**src/rtl/decode_stage_pipe_if.sv**
```systemverilog
`default_nettype none
// ---------------------------------------------------------------------------
// decode_stage_pipe_if : decode-side, writeback and execute-side signal bundle
// rev 1.0
// ---------------------------------------------------------------------------
interface decode_stage_pipe_if #(
  parameter int XLEN  = 32,
  parameter int CTRLW = 16
);
  logic [31:0]       instr_d;
  logic [XLEN-1:0]   pc_d;
  logic [XLEN-1:0]   pc_plus4_d;
  logic              valid_d;
  logic [CTRLW-1:0]  ctrl_d;
  logic              load_d;
  logic              regwrite_w;
  logic [4:0]        rd_w;
  logic [XLEN-1:0]   result_w;
  logic              flush_e;
  logic              stall_ext;

  logic              stall_d;
  logic              valid_e;
  logic              load_e;
  logic [CTRLW-1:0]  ctrl_e;
  logic [XLEN-1:0]   rd1_e;
  logic [XLEN-1:0]   rd2_e;
  logic [XLEN-1:0]   imm_e;
  logic [4:0]        rs1_e;
  logic [4:0]        rs2_e;
  logic [4:0]        rd_e;
  logic [XLEN-1:0]   pc_e;
  logic [XLEN-1:0]   pc_plus4_e;
  logic [31:0]       instr_e;
  logic [15:0]       bubble_cnt;

  modport master (
    output instr_d, pc_d, pc_plus4_d, valid_d, ctrl_d, load_d,
    output regwrite_w, rd_w, result_w, flush_e, stall_ext,
    input  stall_d, valid_e, load_e, ctrl_e, rd1_e, rd2_e, imm_e,
    input  rs1_e, rs2_e, rd_e, pc_e, pc_plus4_e, instr_e, bubble_cnt
  );

  modport slave (
    input  instr_d, pc_d, pc_plus4_d, valid_d, ctrl_d, load_d,
    input  regwrite_w, rd_w, result_w, flush_e, stall_ext,
    output stall_d, valid_e, load_e, ctrl_e, rd1_e, rd2_e, imm_e,
    output rs1_e, rs2_e, rd_e, pc_e, pc_plus4_e, instr_e, bubble_cnt
  );
endinterface
`default_nettype wire

```
**src/rtl/decode_stage_pipe.sv**
```systemverilog
`default_nettype none
// ---------------------------------------------------------------------------
// decode_stage_pipe : register file, immediate decode, load-use hazard and D->E pipe register
// rev 1.0
// ---------------------------------------------------------------------------
module decode_stage_pipe #(
  parameter int XLEN  = 32,
  parameter int NREG  = 32,
  parameter int CTRLW = 16
) (
  input  logic                clk,
  input  logic                rst,
  decode_stage_pipe_if.slave  bus
);

  localparam int IDX_W = (NREG > 1) ? $clog2(NREG) : 1;

  logic [XLEN-1:0]  r_regs [NREG];

  logic [31:0]      w_instr;
  logic [6:0]       w_opcode;
  logic [4:0]       w_rs1;
  logic [4:0]       w_rs2;
  logic [IDX_W-1:0] w_rs1_idx;
  logic [IDX_W-1:0] w_rs2_idx;
  logic [IDX_W-1:0] w_wr_idx;
  logic             w_wr_en;
  logic [XLEN-1:0]  w_rd1;
  logic [XLEN-1:0]  w_rd2;
  logic [31:0]      w_imm32;
  logic [XLEN-1:0]  w_imm;
  logic             w_hazard;

  logic             r_valid_e;
  logic             r_load_e;
  logic [CTRLW-1:0] r_ctrl_e;
  logic [XLEN-1:0]  r_rd1_e;
  logic [XLEN-1:0]  r_rd2_e;
  logic [XLEN-1:0]  r_imm_e;
  logic [4:0]       r_rs1_e;
  logic [4:0]       r_rs2_e;
  logic [4:0]       r_rd_e;
  logic [XLEN-1:0]  r_pc_e;
  logic [XLEN-1:0]  r_pc_plus4_e;
  logic [31:0]      r_instr_e;
  logic [15:0]      r_bubble_cnt;

  assign w_instr   = bus.instr_d;
  assign w_opcode  = w_instr[6:0];
  assign w_rs1     = w_instr[19:15];
  assign w_rs2     = w_instr[24:20];
  assign w_rs1_idx = w_rs1[IDX_W-1:0];
  assign w_rs2_idx = w_rs2[IDX_W-1:0];
  assign w_wr_idx  = bus.rd_w[IDX_W-1:0];
  assign w_wr_en   = bus.regwrite_w && (w_wr_idx != '0);

  // Writes are never gated by pipeline control; x0 writes are simply dropped.
  always_ff @(posedge clk or negedge rst) begin
    if (!rst) begin
      for (int i = 0; i < NREG; i++) r_regs[i] <= '0;
    end else if (w_wr_en) begin
      r_regs[w_wr_idx] <= bus.result_w;
    end
  end

  // Write-through: a same-cycle writeback to the read index wins over the array.
  always_comb begin
    w_rd1 = r_regs[w_rs1_idx];
    if (w_rs1_idx == '0)
      w_rd1 = '0;
    else if (w_wr_en && (w_wr_idx == w_rs1_idx))
      w_rd1 = bus.result_w;
  end

  always_comb begin
    w_rd2 = r_regs[w_rs2_idx];
    if (w_rs2_idx == '0)
      w_rd2 = '0;
    else if (w_wr_en && (w_wr_idx == w_rs2_idx))
      w_rd2 = bus.result_w;
  end

  always_comb begin
    w_imm32 = '0;
    case (w_opcode)
      7'b0010011, 7'b0000011, 7'b1100111:
        w_imm32 = {{20{w_instr[31]}}, w_instr[31:20]};
      7'b0100011:
        w_imm32 = {{20{w_instr[31]}}, w_instr[31:25], w_instr[11:7]};
      7'b1100011:
        w_imm32 = {{19{w_instr[31]}}, w_instr[31], w_instr[7], w_instr[30:25],
                   w_instr[11:8], 1'b0};
      7'b0110111, 7'b0010111:
        w_imm32 = {w_instr[31:12], 12'b0};
      7'b1101111:
        w_imm32 = {{11{w_instr[31]}}, w_instr[31], w_instr[19:12], w_instr[20],
                   w_instr[30:21], 1'b0};
      default:
        w_imm32 = '0;
    endcase
  end

  assign w_imm = XLEN'($signed(w_imm32));

  // Conservative: any matching source field counts, whether or not it is used.
  assign w_hazard = bus.valid_d & r_valid_e & r_load_e & (r_rd_e != 5'd0) &
                    ((r_rd_e == w_rs1) | (r_rd_e == w_rs2));

  assign bus.stall_d = (w_hazard | bus.stall_ext) & ~bus.flush_e;

  always_ff @(posedge clk or negedge rst) begin
    if (!rst) begin
      r_valid_e    <= 1'b0;
      r_load_e     <= 1'b0;
      r_ctrl_e     <= '0;
      r_rd1_e      <= '0;
      r_rd2_e      <= '0;
      r_imm_e      <= '0;
      r_rs1_e      <= '0;
      r_rs2_e      <= '0;
      r_rd_e       <= '0;
      r_pc_e       <= '0;
      r_pc_plus4_e <= '0;
      r_instr_e    <= '0;
    end else if (!bus.flush_e && bus.stall_ext) begin
      r_valid_e    <= r_valid_e;
    end else if (!bus.flush_e && w_hazard) begin
      r_valid_e    <= 1'b0;
      r_load_e     <= 1'b0;
      r_ctrl_e     <= '0;
    end else begin
      // Flush still loads the data fields; only the qualifiers are killed.
      r_valid_e    <= bus.valid_d & ~bus.flush_e;
      r_load_e     <= bus.valid_d & bus.load_d & ~bus.flush_e;
      r_ctrl_e     <= (bus.valid_d && !bus.flush_e) ? bus.ctrl_d : '0;
      r_rd1_e      <= w_rd1;
      r_rd2_e      <= w_rd2;
      r_imm_e      <= w_imm;
      r_rs1_e      <= w_rs1;
      r_rs2_e      <= w_rs2;
      r_rd_e       <= w_instr[11:7];
      r_pc_e       <= bus.pc_d;
      r_pc_plus4_e <= bus.pc_plus4_d;
      r_instr_e    <= w_instr;
    end
  end

  always_ff @(posedge clk or negedge rst) begin
    if (!rst)
      r_bubble_cnt <= '0;
    else if (!bus.flush_e && !bus.stall_ext && w_hazard && (r_bubble_cnt != 16'hFFFF))
      r_bubble_cnt <= r_bubble_cnt + 16'd1;
  end

  assign bus.valid_e    = r_valid_e;
  assign bus.load_e     = r_load_e;
  assign bus.ctrl_e     = r_ctrl_e;
  assign bus.rd1_e      = r_rd1_e;
  assign bus.rd2_e      = r_rd2_e;
  assign bus.imm_e      = r_imm_e;
  assign bus.rs1_e      = r_rs1_e;
  assign bus.rs2_e      = r_rs2_e;
  assign bus.rd_e       = r_rd_e;
  assign bus.pc_e       = r_pc_e;
  assign bus.pc_plus4_e = r_pc_plus4_e;
  assign bus.instr_e    = r_instr_e;
  assign bus.bubble_cnt = r_bubble_cnt;

endmodule
`default_nettype wire

```
**src/flat_wrapper.sv**
```systemverilog
// flat-port wrapper written by rule: the top's interface ports become plain ports
module decode_stage_pipe_flat 
#(
  parameter int XLEN  = 32,
  parameter int NREG  = 32,
  parameter int CTRLW = 16
)
  (clk, rst, bus_instr_d, bus_pc_d, bus_pc_plus4_d, bus_valid_d, bus_ctrl_d, bus_load_d, bus_regwrite_w, bus_rd_w, bus_result_w, bus_flush_e, bus_stall_ext, bus_stall_d, bus_valid_e, bus_load_e, bus_ctrl_e, bus_rd1_e, bus_rd2_e, bus_imm_e, bus_rs1_e, bus_rs2_e, bus_rd_e, bus_pc_e, bus_pc_plus4_e, bus_instr_e, bus_bubble_cnt);
  decode_stage_pipe_if #(.XLEN(XLEN), .CTRLW(CTRLW)) bus_i ();
  input  logic clk;
  input  logic rst;
  input wire logic [$bits(bus_i.instr_d)-1:0] bus_instr_d;
  input wire logic [$bits(bus_i.pc_d)-1:0] bus_pc_d;
  input wire logic [$bits(bus_i.pc_plus4_d)-1:0] bus_pc_plus4_d;
  input wire logic [$bits(bus_i.valid_d)-1:0] bus_valid_d;
  input wire logic [$bits(bus_i.ctrl_d)-1:0] bus_ctrl_d;
  input wire logic [$bits(bus_i.load_d)-1:0] bus_load_d;
  input wire logic [$bits(bus_i.regwrite_w)-1:0] bus_regwrite_w;
  input wire logic [$bits(bus_i.rd_w)-1:0] bus_rd_w;
  input wire logic [$bits(bus_i.result_w)-1:0] bus_result_w;
  input wire logic [$bits(bus_i.flush_e)-1:0] bus_flush_e;
  input wire logic [$bits(bus_i.stall_ext)-1:0] bus_stall_ext;
  output wire logic [$bits(bus_i.stall_d)-1:0] bus_stall_d;
  output wire logic [$bits(bus_i.valid_e)-1:0] bus_valid_e;
  output wire logic [$bits(bus_i.load_e)-1:0] bus_load_e;
  output wire logic [$bits(bus_i.ctrl_e)-1:0] bus_ctrl_e;
  output wire logic [$bits(bus_i.rd1_e)-1:0] bus_rd1_e;
  output wire logic [$bits(bus_i.rd2_e)-1:0] bus_rd2_e;
  output wire logic [$bits(bus_i.imm_e)-1:0] bus_imm_e;
  output wire logic [$bits(bus_i.rs1_e)-1:0] bus_rs1_e;
  output wire logic [$bits(bus_i.rs2_e)-1:0] bus_rs2_e;
  output wire logic [$bits(bus_i.rd_e)-1:0] bus_rd_e;
  output wire logic [$bits(bus_i.pc_e)-1:0] bus_pc_e;
  output wire logic [$bits(bus_i.pc_plus4_e)-1:0] bus_pc_plus4_e;
  output wire logic [$bits(bus_i.instr_e)-1:0] bus_instr_e;
  output wire logic [$bits(bus_i.bubble_cnt)-1:0] bus_bubble_cnt;
  assign bus_i.instr_d = bus_instr_d;
  assign bus_i.pc_d = bus_pc_d;
  assign bus_i.pc_plus4_d = bus_pc_plus4_d;
  assign bus_i.valid_d = bus_valid_d;
  assign bus_i.ctrl_d = bus_ctrl_d;
  assign bus_i.load_d = bus_load_d;
  assign bus_i.regwrite_w = bus_regwrite_w;
  assign bus_i.rd_w = bus_rd_w;
  assign bus_i.result_w = bus_result_w;
  assign bus_i.flush_e = bus_flush_e;
  assign bus_i.stall_ext = bus_stall_ext;
  assign bus_stall_d = bus_i.stall_d;
  assign bus_valid_e = bus_i.valid_e;
  assign bus_load_e = bus_i.load_e;
  assign bus_ctrl_e = bus_i.ctrl_e;
  assign bus_rd1_e = bus_i.rd1_e;
  assign bus_rd2_e = bus_i.rd2_e;
  assign bus_imm_e = bus_i.imm_e;
  assign bus_rs1_e = bus_i.rs1_e;
  assign bus_rs2_e = bus_i.rs2_e;
  assign bus_rd_e = bus_i.rd_e;
  assign bus_pc_e = bus_i.pc_e;
  assign bus_pc_plus4_e = bus_i.pc_plus4_e;
  assign bus_instr_e = bus_i.instr_e;
  assign bus_bubble_cnt = bus_i.bubble_cnt;
  decode_stage_pipe #(.XLEN(XLEN), .NREG(NREG), .CTRLW(CTRLW)) u_core (.clk(clk), .rst(rst), .bus(bus_i));
endmodule
```
**config.mk**
```make
export PLATFORM = sky130hd
export DESIGN_NAME = decode_stage_pipe_flat
export DESIGN_NICKNAME = d
export VERILOG_FILES = /design/src/rtl/decode_stage_pipe_if.sv /design/src/rtl/decode_stage_pipe.sv /design/src/flat_wrapper.sv
export SDC_FILE = /design/constraint.sdc
export NUM_CORES = 2
export LEC_CHECK = 0
export CORE_ASPECT_RATIO = 0.6
export CORE_UTILIZATION = 45
export DETAILED_ROUTE_END_ITERATION = 6
export GPL_ROUTABILITY_DRIVEN = 0
export GPL_TIMING_DRIVEN = 0
export PLACE_DENSITY = 0.59
export SYNTH_ARGS = -nofsm -noshare
export SYNTH_HDL_FRONTEND = slang
export SYNTH_SLANG_ARGS = --single-unit
export TNS_END_PERCENT = 20
```
**constraint.sdc**
```tcl
create_clock -name clk -period 2.7 [get_ports clk]
set_input_delay 0.27 -clock clk [delete_from_list [all_inputs] [get_ports clk]]
set_output_delay 0.27 -clock clk [all_outputs]
set_load 0.02 [all_outputs]
```
==> flow_metrics.env <==
export IMPL_cts_tree="done"
export IMPL_drtIter0Drc=4877
export IMPL_avgViaCountPerCell=6.576
export IMPL_leakagePower_nw=31.19
export IMPL_design_core_area_um2=137300
export IMPL_tightest_slew_ps=1472
export IMPL_crit_type="in2reg"
export IMPL_rsz0062_at_grt="yes"
export IMPL_groute_usage_overall=0.3363
export IMPL_cp_slowest_stage_delay_ps=1050
export IMPL_min_period_ps=2938
export IMPL_min_period_over_period=1.088
export IMPL_synth_edf_count=0
export IMPL_ir_drop_mv=0.6337
export IMPL_hold_path_class="in2async"
export IMPL_ant_nets=0
export IMPL_outcome="finished with violations"
export IMPL_clockRootBuffer="clkbuf_16"
export IMPL_totalWireLength_um=235200
export IMPL_final_common_cell="dfrtp_1"
export IMPL_pin_count=398
export IMPL_timing_critical_path_mode_cell="buf_2"
export IMPL_portBuffers=390
export IMPL_start_util=0.4556
export IMPL_row_count=105
export IMPL_yosysWarnings=0
export IMPL_slew_violations=0
export IMPL_async_flop_share=1.000
export IMPL_clockBufferDepth=3
export IMPL_netlist_top_cell_by_area="dfrtp_1"
export IMPL_mostFrequentLayoutCells="1246 x dfrtp_1, 997 x mux2_2, 512 x mux4_2"
export IMPL_worst_clock_skew_ps=38.44
export IMPL_cts_sinks=1250
export IMPL_worst_slack_ps=-238.1
export IMPL_cp_end_kind="register"
export IMPL_area_growth_pct=17.54
export IMPL_cts_made_buffers=120
export IMPL_finalHoldViolCount=140
export IMPL_wire_per_inst_um=36.14
export IMPL_synth_area_top_cells="dfrtp_1 50%, mux4_2 18%, mux2_2 18%"
export IMPL_ys_types=54
export IMPL_num_vias=42800
export IMPL_grt_pass1_vias=42090
export IMPL_h_tree_depth=3
export IMPL_synth_main_ff_cell="dfrtp_1"
export IMPL_fin_hold_ws_ps=-552.7
export IMPL_antenna_found_initial=8
export IMPL_crit_arrival_ps=3630
export IMPL_crit_fanout=10
export IMPL_synth_cells=4056
export IMPL_slowest_stage="clkbuf_1"
export IMPL_required_ps=3390
export IMPL_dieArea_um2=140500
export IMPL_fin_total_pwr_mw=52.70
export IMPL_dr_pass1_iters=6
export IMPL_violations="negative hold slack, negative setup slack"
export IMPL_power_density_nw_per_um2=716.9
export IMPL_die_h_um=290.8
export IMPL_clk_latency_ps=780
export IMPL_synth_seq_cells=1250
export IMPL_dp_hpwl_um=161600
export IMPL_grt_pass1_wl_um=332700
export IMPL_drv_cap=0
export IMPL_crit_chain="buf_2 -> buf_2 -> clkbuf_1 -> mux4_2 -> o22ai_1 -> nor4_1 -> a221o_1"
export IMPL_grt_max_degree=161
export IMPL_syn_area_um2=62540
export IMPL_startpoint_type="input pin"
export IMPL_finalSetupViolCount=21
export IMPL_gr_total_overflow=0
export IMPL_reg2reg_depth=8
export IMPL_seq_area_frac_synth=0.5001
export IMPL_post_route_drc_count=0
export IMPL_avgSynthCellArea_um2=15.42
export IMPL_synth_nets=4213
export IMPL_drive_above_1_share=0.4396
export IMPL_timing_rr_end="u_core.bus.instr_e[2]"
export IMPL_cts_clk_slew_worst_paths_ps=60
export IMPL_ff2ff_setup_slack_ps=80
export IMPL_final_nets=4751
export IMPL_fmax_mhz=340.4
export IMPL_relSlewSlack=0.01875
export IMPL_die_w_um=483.3
export IMPL_synth_top_cell_area_share=0.5001
export IMPL_timing_rr_start="u_core.bus.instr_e[8]"
==> worst max-delay path by stage <==
stage / slack (ps) / to / from
detailed placement: -1640 / u_core.bus.rd2_e[0] / bus_instr_d[20]
floorplan: 470 / u_core.bus.instr_e[0] / u_core.bus.instr_e[7]
global route: -140 / u_core.bus.rd1_e[21] / bus_instr_d[18]
CTS: -80 / u_core.bus.rd1_e[21] / bus_instr_d[17]
global placement: -57710 / u_core.r_regs[536] / rst
finish: -240 / u_core.bus.rd1_e[21] / bus_instr_d[17]
==> what timing repair did <==
item / 4_1_cts / 5_1_grt
setup endpoints to repair: 582 / 187
pin swaps: 5 / 3
hold endpoints to repair: 127 / 127
setup buffers: 10 / 2
resized for setup: 96 / 35
gates cloned: 4 / 1
==> state kept, by name, summed over array words and instances (netlist names), 16 cells and up <==
name,cells
u_core.bus.bubble_cnt,16
u_core.bus.ctrl_e,16
u_core.bus.imm_e,32
u_core.bus.instr_e,32
u_core.bus.pc_e,32
u_core.bus.pc_plus4_e,32
u_core.bus.rd1_e,32
u_core.bus.rd2_e,32
u_core.r_regs,1024
==> worst max-delay path: cells and delay by family <==
kind                   cells  cell delay, ps
AOI/OAI and AO/OA          2             350
buffers and inverters      3            1780
muxes                      1             440
and+or+nand+nor            1             760
==> through the flow <==
stage / std cells / utilization / TNS [ps] / setup WS, ps / cell area (um2)
after floorplan: 4056 / - / 0 / 474.5 / 62540
after global placement: 6265 / 0.5006 / - / -57710 / 68720
after detailed placement: 6275 / 0.5025 / -995370 / -1638 / 68990
after CTS: 6504 / 0.5344 / -1049 / -79.31 / 73370
after global routing: 6508 / 0.5355 / -501.1 / -142.8 / 73510
final: 6508 / 0.5355 / -1348 / -238.1 / 73510
==> cell families after synthesis <==
logic type | synth area share
AO/OA/AOI/OAI | 0.04543
XOR/XNOR | 0.004761
adder cells (fa/ha/maj) | 0.0002000
buffers and inverters | 0.03539
flip-flops | 0.5001
multiplexers | 0.3862
AND/OR/NAND/NOR | 0.02787
==> final cells by class <==
class | count | area [um2]
sequential | 1250 | 31290
buffer | 458 | 2411
inverter | 2 | 7.507
clock inverter | 38 | 430.4
multi-input combinational | 2345 | 29140
timing repair buffer | 417 | 4472
fill | 11300 | 63770
antenna | 1 | 2.502
tap | 1819 | 2276
clock buffer | 178 | 3492
==> power breakdown <==
group	internal (mW)	switching [mW]	total, mW
combinational	6.37	4.62	11.0
clock	9.58	7.83	17.4
sequential	22.0	2.34	24.3
total	37.9	14.8	52.7
==> Yosys cell counts (5+ instances only) <==
cell	number
nand2_1	68
buf_12	10
nor4_1	67
clkbuf_1	231
a21oi_1	22
mux4_2	512
a22o_1	9
nand3_1	12
buf_1	76
xor2_1	15
a221o_1	64
and2_0	64
a22o_2	8
clkbuf_2	6
buf_4	22
mux2_2	997
nor2_1	26
dfrtp_1	1250
o22ai_1	257
buf_2	100
buf_6	14
mux2_4	93
nand4_1	10
and3_1	6
nand3b_1	11
xnor2_1	19
or3b_2	5
o21ai_0	33
==> layer usage <==
metal,vias to the layer above,track usage,part of all wire
met5,-,0,0.000055
met4,2,0.09670,0.032
met3,398,0.1258,0.12
met2,2392,0.4541,0.41
met1,23180,0.5004,0.44
li1,16820,-,-
(Power assumes the default switching activity.)
